$ cat src/rtl/pingpong_buffer_if.sv
// Producer/consumer/controller-facing signal bundle of the ping-pong buffer.
// The master side drives strobes, toggles and write data; the slave side is the buffer.
interface pingpong_buffer_if #(
  parameter int unsigned WIDTH = 16,
  parameter int unsigned DEPTH = 32,
  parameter int unsigned CSIZE = $clog2(DEPTH + 1)
);
  logic             wr_toggle;
  logic             rd_toggle;
  logic             wr_en;
  logic [WIDTH-1:0] data_in;
  logic             rd_en;
  logic [WIDTH-1:0] data_out;
  logic             rd_valid;
  logic             rd_avail;
  logic [CSIZE-1:0] rd_count;
  logic             wr_room;
  logic             err_ovf;
  logic             err_unf;

  modport master (
    output wr_toggle, rd_toggle, wr_en, data_in, rd_en,
    input  data_out, rd_valid, rd_avail, rd_count, wr_room, err_ovf, err_unf
  );

  modport slave (
    input  wr_toggle, rd_toggle, wr_en, data_in, rd_en,
    output data_out, rd_valid, rd_avail, rd_count, wr_room, err_ovf, err_unf
  );
endinterface

$ cat src/rtl/pingpong_buffer.sv
// Two-bank ping-pong buffer on one dataflow edge: producer fills one bank while the
// consumer drains the other; controller toggles commit and release whole frames.
module pingpong_buffer #(
  parameter int unsigned WIDTH = 16,
  parameter int unsigned DEPTH = 32,
  parameter int unsigned ASIZE = $clog2(DEPTH),
  parameter int unsigned CSIZE = $clog2(DEPTH + 1)
) (
  input logic              clk,
  input logic              rst_n,
  pingpong_buffer_if.slave bus
);

  typedef enum logic [1:0] {StEmpty, StFill, StFull} bank_state_e;

  localparam logic [CSIZE-1:0] DepthCnt = CSIZE'(DEPTH);
  localparam logic [CSIZE-1:0] OneCnt   = CSIZE'(1);

  logic [WIDTH-1:0] mem_q [2][DEPTH];

  bank_state_e      state_q [2];
  bank_state_e      state_d [2];
  logic [CSIZE-1:0] count_q [2];
  logic [CSIZE-1:0] count_d [2];
  logic             bank_wr_q, bank_wr_d;
  logic             bank_rd_q, bank_rd_d;
  logic [CSIZE-1:0] wr_ptr_q, wr_ptr_d;
  logic [CSIZE-1:0] rd_ptr_q, rd_ptr_d;
  logic [WIDTH-1:0] data_out_q, data_out_d;
  logic             rd_valid_q, rd_valid_d;
  logic             err_ovf_q, err_ovf_d;
  logic             err_unf_q, err_unf_d;
  logic             rd_ok;
  logic             wr_ok;

  // Events are applied in order read, release, write, commit so that each later
  // event sees the effect of the earlier ones within the same cycle.
  always_comb begin
    state_d    = state_q;
    count_d    = count_q;
    bank_wr_d  = bank_wr_q;
    bank_rd_d  = bank_rd_q;
    wr_ptr_d   = wr_ptr_q;
    rd_ptr_d   = rd_ptr_q;
    data_out_d = data_out_q;
    rd_valid_d = 1'b0;
    err_ovf_d  = err_ovf_q;
    err_unf_d  = err_unf_q;

    rd_ok = bus.rd_en && (state_q[bank_rd_q] == StFull) && (rd_ptr_q < count_q[bank_rd_q]);
    if (rd_ok) begin
      data_out_d = mem_q[bank_rd_q][rd_ptr_q[ASIZE-1:0]];
      rd_valid_d = 1'b1;
      rd_ptr_d   = rd_ptr_q + OneCnt;
    end else if (bus.rd_en) begin
      err_unf_d = 1'b1;
    end

    if (bus.rd_toggle) begin
      if (state_q[bank_rd_q] == StFull) begin
        state_d[bank_rd_q] = StEmpty;
        bank_rd_d          = ~bank_rd_q;
        rd_ptr_d           = '0;
      end else begin
        err_unf_d = 1'b1;
      end
    end

    wr_ok = bus.wr_en && (wr_ptr_q < DepthCnt);
    if (wr_ok) begin
      wr_ptr_d = wr_ptr_q + OneCnt;
      if (state_d[bank_wr_q] == StEmpty) state_d[bank_wr_q] = StFill;
    end else if (bus.wr_en) begin
      err_ovf_d = 1'b1;
    end

    if (bus.wr_toggle) begin
      if (state_d[~bank_wr_q] == StEmpty) begin
        state_d[bank_wr_q] = StFull;
        count_d[bank_wr_q] = wr_ptr_d;
        bank_wr_d          = ~bank_wr_q;
        wr_ptr_d           = '0;
      end else begin
        err_ovf_d = 1'b1;
      end
    end
  end

  always_ff @(posedge clk or negedge rst_n) begin
    if (!rst_n) begin
      state_q[0] <= StEmpty;
      state_q[1] <= StEmpty;
      count_q[0] <= '0;
      count_q[1] <= '0;
      bank_wr_q  <= 1'b0;
      bank_rd_q  <= 1'b0;
      wr_ptr_q   <= '0;
      rd_ptr_q   <= '0;
      data_out_q <= '0;
      rd_valid_q <= 1'b0;
      err_ovf_q  <= 1'b0;
      err_unf_q  <= 1'b0;
    end else begin
      state_q    <= state_d;
      count_q    <= count_d;
      bank_wr_q  <= bank_wr_d;
      bank_rd_q  <= bank_rd_d;
      wr_ptr_q   <= wr_ptr_d;
      rd_ptr_q   <= rd_ptr_d;
      data_out_q <= data_out_d;
      rd_valid_q <= rd_valid_d;
      err_ovf_q  <= err_ovf_d;
      err_unf_q  <= err_unf_d;
    end
  end

  // Storage is deliberately left unreset; stale words are never readable.
  always_ff @(posedge clk) begin
    if (wr_ok) mem_q[bank_wr_q][wr_ptr_q[ASIZE-1:0]] <= bus.data_in;
  end

  assign bus.data_out = data_out_q;
  assign bus.rd_valid = rd_valid_q;
  assign bus.rd_avail = (state_q[bank_rd_q] == StFull);
  assign bus.rd_count = bus.rd_avail ? count_q[bank_rd_q] : '0;
  assign bus.wr_room  = (wr_ptr_q < DepthCnt);
  assign bus.err_ovf  = err_ovf_q;
  assign bus.err_unf  = err_unf_q;

endmodule

$ cat src/flat_wrapper.sv
// flat-port wrapper written by rule: the top's interface ports become plain ports
module pingpong_buffer_flat 
#(
  parameter int unsigned WIDTH = 16,
  parameter int unsigned DEPTH = 32,
  parameter int unsigned ASIZE = $clog2(DEPTH),
  parameter int unsigned CSIZE = $clog2(DEPTH + 1)
)
  (clk, rst_n, bus_wr_toggle, bus_rd_toggle, bus_wr_en, bus_data_in, bus_rd_en, bus_data_out, bus_rd_valid, bus_rd_avail, bus_rd_count, bus_wr_room, bus_err_ovf, bus_err_unf);
  pingpong_buffer_if #(.WIDTH(WIDTH), .DEPTH(DEPTH), .CSIZE(CSIZE)) bus_i ();
  input logic clk;
  input logic rst_n;
  input wire logic [$bits(bus_i.wr_toggle)-1:0] bus_wr_toggle;
  input wire logic [$bits(bus_i.rd_toggle)-1:0] bus_rd_toggle;
  input wire logic [$bits(bus_i.wr_en)-1:0] bus_wr_en;
  input wire logic [$bits(bus_i.data_in)-1:0] bus_data_in;
  input wire logic [$bits(bus_i.rd_en)-1:0] bus_rd_en;
  output wire logic [$bits(bus_i.data_out)-1:0] bus_data_out;
  output wire logic [$bits(bus_i.rd_valid)-1:0] bus_rd_valid;
  output wire logic [$bits(bus_i.rd_avail)-1:0] bus_rd_avail;
  output wire logic [$bits(bus_i.rd_count)-1:0] bus_rd_count;
  output wire logic [$bits(bus_i.wr_room)-1:0] bus_wr_room;
  output wire logic [$bits(bus_i.err_ovf)-1:0] bus_err_ovf;
  output wire logic [$bits(bus_i.err_unf)-1:0] bus_err_unf;
  assign bus_i.wr_toggle = bus_wr_toggle;
  assign bus_i.rd_toggle = bus_rd_toggle;
  assign bus_i.wr_en = bus_wr_en;
  assign bus_i.data_in = bus_data_in;
  assign bus_i.rd_en = bus_rd_en;
  assign bus_data_out = bus_i.data_out;
  assign bus_rd_valid = bus_i.rd_valid;
  assign bus_rd_avail = bus_i.rd_avail;
  assign bus_rd_count = bus_i.rd_count;
  assign bus_wr_room = bus_i.wr_room;
  assign bus_err_ovf = bus_i.err_ovf;
  assign bus_err_unf = bus_i.err_unf;
  pingpong_buffer #(.WIDTH(WIDTH), .DEPTH(DEPTH), .ASIZE(ASIZE), .CSIZE(CSIZE)) u_core (.clk(clk), .rst_n(rst_n), .bus(bus_i));
endmodule
$ cat config.mk
export PLATFORM = sky130hd
export DESIGN_NAME = pingpong_buffer_flat
export DESIGN_NICKNAME = d
export VERILOG_FILES = /design/src/rtl/pingpong_buffer_if.sv /design/src/rtl/pingpong_buffer.sv /design/src/flat_wrapper.sv
export SDC_FILE = /design/constraint.sdc
export NUM_CORES = 1
export LEC_CHECK = 0
export BUFFER_PORTS_ARGS = -buffer_cell sky130_fd_sc_hd__buf_2
export CORE_MARGIN = 2
export CORE_UTILIZATION = 55
export DETAILED_ROUTE_END_ITERATION = 10
export HOLD_SLACK_MARGIN = 0.02
export MAX_ROUTING_LAYER = met4
export PLACE_DENSITY = 0.74
export SYNTH_ARGS = -nofsm -noshare
export SYNTH_HDL_FRONTEND = slang
export SYNTH_SLANG_ARGS = --single-unit
$ cat constraint.sdc
create_clock -name clk -period 3.9 [get_ports clk]
set_input_delay 0.585 -clock clk [delete_from_list [all_inputs] [get_ports clk]]
set_output_delay 0.585 -clock clk [all_outputs]
set_load 0.02 [all_outputs]
* Yosys cells after proc, flatten, opt, wreduce, memory -nomap -nowiden
Memory sizes are Yosys's and may differ from the RTL's.
Index checks and enable logic that the tools add are counted.
** Operators by class
- Equal/unequal tests :: 1
- Order comparisons :: 10
- Add/subtract/negate cells :: 2
- Bitwise gates (word level) :: 15
- Multiplexer cells :: 48
- Reduce and logical (&&, ||, !) cells :: 10
** Operators by type and width (count)
- 2-to-1 mux 512 bit :: 1
- binary-select mux 16 bit (select 5 bit) :: 1
- demux 16 bit (select 5 bit) :: 1
- 2-to-1 mux 6 bit :: 11
- 2-to-1 mux 16 bit :: 3
- 2-to-1 mux 4 bit :: 6
- 2-to-1 mux 2 bit :: 11
- adder 6 x 1 -> 6 bit (second input constant) :: 2
- bitwise mux 12 bit :: 1
- greater-or-equal comparator 6 bit (second input constant) :: 2
- NOT 5 -> 6 bit :: 2
- 2-to-1 mux 1 bit :: 10
- demux 6 bit (select 1 bit) :: 1
- greater-or-equal comparator 2 bit (second input constant) :: 3
- logical AND 1 bit :: 6
- less-than comparator 6 x 1 -> 1 bit (second input constant) :: 1
- less-than comparator 6 bit :: 1
- less-than comparator 6 bit (second input constant) :: 1
- NOT 1 -> 2 bit :: 3
- AND 2 bit :: 2
- AND 4 bit :: 1
- demux 2 bit (select 1 bit) :: 2
- zero test 2 bit :: 2
- less-than comparator 2 x 1 -> 1 bit (second input constant) :: 2
- other kinds (6) :: 10
** Word-level totals
- Word-level logic and storage cells :: 99
- Bits in writable memories :: 1024
- Memories :: 1
- Bits of input ports :: 22
- Register bits after elaboration :: 49
** Memory list
- u_core.mem_q :: depth 2, width 512, read ports 1, clocked after Yosys merged registers in 0, wr ports 1, line pingpong_buffer.sv:19 : logic [WIDTH-1:0] mem_q [2][DEPTH];

* Longest topological paths before layout
Gate-level depths: netlist (run 1).
- Depth in word-level cells :: 21
- Mapped depth :: 14

* Least setup slack after synthesis (run 1)
Ideal clock, no wire load.
- Path kind :: input port to flip-flop
- Start point :: input bus_wr_en
- End point :: memory u_core.mem_q[0][256] (netlist name), enable pin
- Arrival :: 2774 ps
- Slack :: 696 ps
- Cell stages on the path :: 4
- Setup time :: 430 ps
- Cells stage by stage :: nor2b_1 -> clkbuf_1 -> nand2_1 -> nor4_1
** On the way
- Longest elaborated chain between the ends :: 3
** Ends and longest elaborated chain
- from (decl) :: line flat_wrapper.sv:15 : input wire logic [$bits(bus_i.wr_en)-1:0] bus_wr_en;
- logical AND 1 bit :: line pingpong_buffer.sv:69 : wr_ok = bus.wr_en && (wr_ptr_q < DepthCnt);
- 2-to-1 mux 1 bit :: line pingpong_buffer.sv:119 : if (wr_ok) mem_q[bank_wr_q][wr_ptr_q[ASIZE-1:0]] <= bus.data_in;
- 2-to-1 mux 512 bit (not written as such) :: line pingpong_buffer.sv:119
- to (decl) :: line pingpong_buffer.sv:19
No other way between the ends.

* Worst setup path after layout (run 1)
- Start point :: register u_core.bank_rd_q
- End point :: register u_core.data_out_q[0], in the netlist u_core.bus.data_out[0]
** On the way
- Longest elaborated chain between the ends :: 7
- Elaborated cells between the ends (all ways) :: 15
** Ends and longest elaborated chain
- from (decl) :: line pingpong_buffer.sv:26 : logic bank_rd_q, bank_rd_d;
- from (signal assigned) :: line pingpong_buffer.sv:107 : bank_rd_q <= bank_rd_d;
- parallel branches: the longest is 7 deep, another holds memory (2 x 512 bit)
- to (signal assigned) :: line pingpong_buffer.sv:110 : data_out_q <= data_out_d;
- to (decl) :: line pingpong_buffer.sv:29 : logic [WIDTH-1:0] data_out_q, data_out_d;
Several ways; the timed one is not identified. The select of a mux whose other input is x is not followed.
A chain may end at the register's enable or synchronous reset.

==> results.txt, run 1 <==
Sequential share of the synthesized area = 76.6%
Asr flop ratio synth = 4.57%
Worst Hold Class = input pin to flip-flop
Commonest cells after routing, fill and taps aside = edfxtp_1, mux4_2, buf_4, nor2_1, clkbuf_16
Period utilization = 92.5%
DR WL/cell = 30.9 um
Total gr overflow = 0
WP data required = 4390 ps
Minimum clock period = 3610 ps
Number of synthesized flops with an enable pin = 1,024
Detailed Place HPWL = 61,600 um
Area occupied by multi-input gates = 9110 um2
Startpoint types = flip-flop
Worst slew pin tran = 1300 ps
Final Non-Filler Cells = 3,293
Ports = 49
Endpoints failing setup = 0
Dominant synthesized flop cell = edfxtp_1
ANT nets after route = 0
Post-synth cell types = 51
TritonCTS clock tree = done
Yosys top cell area share = 73.7%
Worst hold margin = 167 ps
Clock transition at path regs = 60 ps
Storage cell area = 32,000 um2
Final Hold Viols = 0
Routed vias/inst = 6.55
Die height = 279 um
Fmax = 277 MHz
DRC = 0
Clock Tree Root = clkbuf_16
Worst reg-to-reg path cell count = 5
Crit Path Category = flip-flop to flip-flop
CTS buffer count = 103
RSZ-0062 raised after global routing = no
Total power per unit cell area = 644 nW/um2
Layout filler cell count = 4,892
1st-iter DRT viols = 2,981
CP Max Fanout = 38
Final WL = 102,000 um
Syn-to-layout area delta = 13.6%
Via count = 21,600
Maxcap violations = 0
Maximum root-to-sink buffer count = 3
Die X = 279 um
# rows = 100
Status = finished clean
Initial antenna violation count = 1
Initial core utilization = 55.8%
Max Clock Skew = 48.5 ps
Number of global-route vias before repair = 20,900
Synth warn = 0
P_leak = 0.0153 uW
Post-synthesis register bit count = 1,073
Share of layout cells above drive strength 1 = 27.3%
Crit path DAT = 4100 ps
H-tree Lvls = 3
Synth Instances = 2,049
Synth Area per Inst = 20.4 um2
Routability Congestion = 0.926
First-pass GRT wire length = 147,000 um
Port-buffer cells = 48
Sink Count = 1,073
Post CTS Setup Buffer Count = 0
Core Area = 74,800 um2
WHS Path Cells = 2
Syn Nets = 2,081
Slew HR = 13.2%
Most common cell after layout, fill and taps aside = edfxtp_1
Post-synth top area cell = edfxtp_1
Power Total = 30,500 uW
Setup TNS = 0 ps
# resized after CTS = 0
Detailed Routing Iterations Pass 1 = 5
Post-Syn Area = 41,700 um2
Worst-Skew Late Latency = 680 ps
CP Capture Type = flip-flop
Gr usage total = 27.1%
IR drop worst, VDD = 373 uV
Nets = 2,267
Fin. max-slew vios = 0
Top post-synthesis cells by area = edfxtp_1, mux4_2, dfrtp_1, mux2i_1, mux2_2
Die area = 78,100 um2
Placed cells = 3,098
Pin count of the biggest net entering global routing = 64
==> area by class of cell <==
class | instances | share of cell area [%]
clock buffer | 139 | 6.18
antenna | 2 | 0.0106
sequential | 1073 | 67.5
timing repair buffer | 197 | 3.12
inverter | 6 | 0.0475
tap | 969 | 2.56
clock inverter | 53 | 1.39
multi-input combinational | 854 | 19.2
==> what timing repair did <==
item | in CTS | in global routing
endpoints found under the hold margin | 13 | 0
endpoints found under the setup margin | 0 | 0
hold buffers | 1 | 0
==> where the power goes <==
group / switching [uW] / internal, uW
Clock: 4250 / 6150
Combinational: 3470 / 2960
Sequential: 556 / 13100
Total: 8280 / 22200
==> cells in the mapped netlist (all sizes together) (5+ instances only) <==
library cell / instances
a2111oi: 10
a211oi: 19
a21oi: 8
a22o: 16
a22oi: 32
a31oi: 15
a41oi: 16
and2: 18
buf: 66
clkbuf: 50
dfrtp: 49
edfxtp: 1024
ha: 10
inv: 6
mux2: 55
mux2i: 97
mux4: 199
nand2: 52
nand3: 11
nor2: 131
nor2b: 39
nor3: 5
nor4: 18
o21ai: 15
o22ai: 33
o41ai: 16
xor2: 6
==> per-layer routing <==
metal  GRT usage, %  vias to the layer above  share of wire, %
li1               -                     8806                 -
met4           9.31                        0               3.4
met3           5.51                      171                11
met5              -                        -                 0
met2           39.1                     1314                46
met1           39.3                    11300                40
==> worst max-delay path, cell delays in order, from the launching register on <==
cell	delay, ps
dfrtp_4	920
buf_4	410
mux4_2	600
and2_1	220
o41ai_1	1090
a31oi_1	180
==> cell families (layout without fill, tap and decap cells) <==
logic type / count (synthesis) / in the layout / synth area share (%)
other: 0 / 2 / 0
DFF: 1073 / 1073 / 76.6
and+or+nand+nor: 298 / 298 / 3.40
xor gates and xnor gates: 9 / 9 / 0.189
AOI/OAI and AO/OA: 186 / 186 / 3.33
buffers and inverters: 122 / 395 / 1.60
adders and majority gates: 10 / 10 / 0.300
muxes: 351 / 351 / 14.6
==> registers in the layout (all words and copies together), names as in the netlist <==
| signal | count |
|---|---|
| u_core.bank_rd_q | 1 |
| u_core.bank_wr_q | 1 |
| u_core.bus.data_out | 16 |
| u_core.bus.err_ovf | 1 |
| u_core.bus.err_unf | 1 |
| u_core.bus.rd_valid | 1 |
| u_core.count_q | 12 |
| u_core.mem_q | 1024 |
| u_core.rd_ptr_q | 6 |
| u_core.state_q | 4 |
| u_core.wr_ptr_q | 6 |
==> worst paths after layout <==
check / endpoint / startpoint / slack, ps
max in group asynchronous: u_core.rd_ptr_q[0] / rst_n / 2640
setup reg to reg: u_core.bus.data_out[0] / u_core.bank_rd_q / 290
hold reg to reg: u_core.count_q[8] / u_core.count_q[8] / 480
hold / removal: u_core.state_q[0] / bus_wr_toggle / 170
min in group asynchronous: u_core.state_q[3] / rst_n / 340
setup / recovery: u_core.bus.data_out[0] / u_core.bank_rd_q / 290
==> through the flow <==
| stage | setup slack (ps) | utilization [%] | area (um2) |
|---|---|---|---|
| global placement | 50.5 | 58.5 | 43800 |
| floorplan | 696 | - | 41700 |
| global route | 215 | 63.3 | 47400 |
| CTS | 368 | 63.3 | 47400 |
| detailed placement | 392 | 58.5 | 43800 |
| finish | 294 | 63.4 | 47400 |
No activity file was read; power rests on OpenSTA's default activity.
==> run 2, diff against run 1 <==
Settings changed: CORE_ASPECT_RATIO from default to 1.25.
==> results.txt, run 2 (synthesis results as in run 1) <==
IR drop worst, VDD = 552 uV (+48%)
Gr usage total = 27.6% (+0.45 points)
Final Non-Filler Cells = 3,270 (-0.70%)
1st-iter DRT viols = 2,629 (-12%)
Place WS = 467 ps (+75.1 ps)
Crit path DAT = 4130 ps (+30 ps)
Commonest cells after routing, fill and taps aside = edfxtp_1, mux4_2, nor2_1, buf_4, clkbuf_16
Detailed Place HPWL = 63,300 um (+2.9%)
Clock transition at path regs = 60 ps (about the same)
Number of global-route vias before repair = 21,400 (+2.4%)
R2r setup slk = 280 ps (-20 ps)
Slack of the critical path = 276 ps (-18.6 ps)
P_leak = 0.0151 uW (-1.2%)
TritonCTS clock tree = done
# resized after CTS = 0 (unchanged)
Final WL = 104,000 um (+1.9%)
Initial antenna violation count = 7 (+6)
Setup TNS = 0 ps (unchanged)
Die X = 250 um (-10%)
Sink Count = 1,073 (unchanged)
Initial core utilization = 55.8% (about the same)
Endpoints failing setup = 0 (unchanged)
Routed vias/inst = 6.53 (-0.23%)
DR WL/cell = 31.7 um (+2.6%)
Via count = 21,400 (-0.93%)
Post CTS Setup Buffer Count = 0 (unchanged)
Pin count of the biggest net entering global routing = 71 (+11%)
Total gr overflow = 0 (unchanged)
Die area = 78,100 um2 (about the same)
Worst Hold Class = input pin to async pin
Total power per unit cell area = 637 nW/um2 (-1.0%)
Period utilization = 92.9% (+0.48 points)
Clock Tree Root = clkbuf_16
Fin. max-slew vios = 0 (unchanged)
Status = finished clean
Ports = 49 (unchanged)
Detailed Routing Iterations Pass 1 = 6 (+1)
Crit Path Category = flip-flop to flip-flop
Power Total = 30,000 uW (-1.8%)
CP Max Fanout = 24 (-37%)
Minimum clock period = 3620 ps (+18.6 ps)
Routability Congestion = 0.903 (-2.5%)
CP Capture Type = flip-flop
Share of layout cells above drive strength 1 = 26.4% (-0.89 points)
Slew HR = 11.6% (-1.6 points)
Placed cells = 3,090 (-0.26%)
First-pass GRT wire length = 149,000 um (+1.6%)
Maxcap violations = 0 (unchanged)
Startpoint types = flip-flop
Nets = 2,255 (-0.53%)
Syn-to-layout area delta = 12.7%
Worst slew pin tran = 1330 ps (+24.4 ps)
Hold-fix buffer count after cts = 0 (-1)
DRC = 0 (unchanged)
RSZ-0062 raised after global routing = no
Most common cell after layout, fill and taps aside = edfxtp_1
Worst setup startpoint = u_core.bank_rd_q
Final Hold Viols = 0 (unchanged)
Core Area = 74,800 um2 (about the same)
Maximum root-to-sink buffer count = 3 (unchanged)
Worst reg-to-reg path cell count = 7 (+2)
WP data required = 4400 ps (about the same)
Fmax = 276 MHz (-0.51%)
Reg-to-Reg Start = u_core.bank_rd_q
H-tree Lvls = 3 (unchanged)
Die height = 312 um (+12%)
Port-buffer cells = 48 (unchanged)
# rows = 112 (+12%)
CTS buffer count = 100 (-2.9%)
Worst-Skew Late Latency = 690 ps (about the same)
ANT nets after route = 0 (unchanged)
Worst Setup EP = u_core.bus.data_out[4]
Max Clock Skew = 40.9 ps (-7.55 ps)
Max FFs per register = 1,024 (unchanged)
Critical R2R Capture = u_core.bus.data_out[4]
[run 2: changes by cell type in the layout (fill, tap and decap cells not counted), sizes merged]
cell / previous run / this run
buf: 195 / 188
bufinv: 13 / 12
clkbuf: 139 / 123
clkdlybuf4s18: 1 / 0
clkinv: 30 / 37
clkinvlp: 5 / 2
diode: 2 / 3
dlygate4sd3: 1 / 0
inv: 11 / 9
[run 2: metrics by stage]
step | hold WS [ps] | util [%] | instance area [um2]
global route | 155 | 62.8 | 47000
CTS | 98.0 | 62.8 | 47000
floorplan | 289 | - | 41700
finish | 132 | 62.8 | 47000
detailed placement | 463 | 58.4 | 43700
global placement | 463 | 58.4 | 43700
[run 2: report_power, final]
part | switching [uW] | leakage (uW) | internal, uW
combinational | 3570 | 0.00368 | 2930
clock | 4160 | 0.00161 | 5660
sequential | 515 | 0.00981 | 13100
[run 2: how the worst min path moves through the flow]
stage,from,endpoint,cells after the start,slack (ps)
after floorplan,rst_n,u_core.bank_rd_q,0,290
after global placement,u_core.count_q[4],u_core.count_q[4],2,460
after detailed placement,u_core.bus.err_unf,u_core.bus.err_unf,1,460
after CTS,bus_wr_toggle,u_core.state_q[0],2,100
after global routing,bus_rd_en,u_core.bus.err_unf,2,150
final,rst_n,u_core.state_q[1],1,130
[run 2: layout make-up]
class	count	area [um2]
diodes	3	7.51
clock buffers	123	2680
clock inverters	54	603
fillers	4940	27800
inverters	6	22.5
multi-input cells	854	9100
flip-flops and latches	1073	32000
well taps	969	1210
repair buffers	188	1420
[run 2: critical path, stage by stage (launching register included)]
cell and delay (ps):
dfrtp_4 800, buf_12 280, buf_12 210, mux4_2 510, mux2i_1 480, nor2b_1 110
o41ai_1 790, a31oi_1 190
[run 2: metal layers]
metal	wire (um)	global-route usage, %	vias up
li1	-	-	8769
met1	37300	34.2	11300
met2	52600	45.0	1091
met3	7860	3.62	242
met4	5850	14.3	0
met5	0	-	-
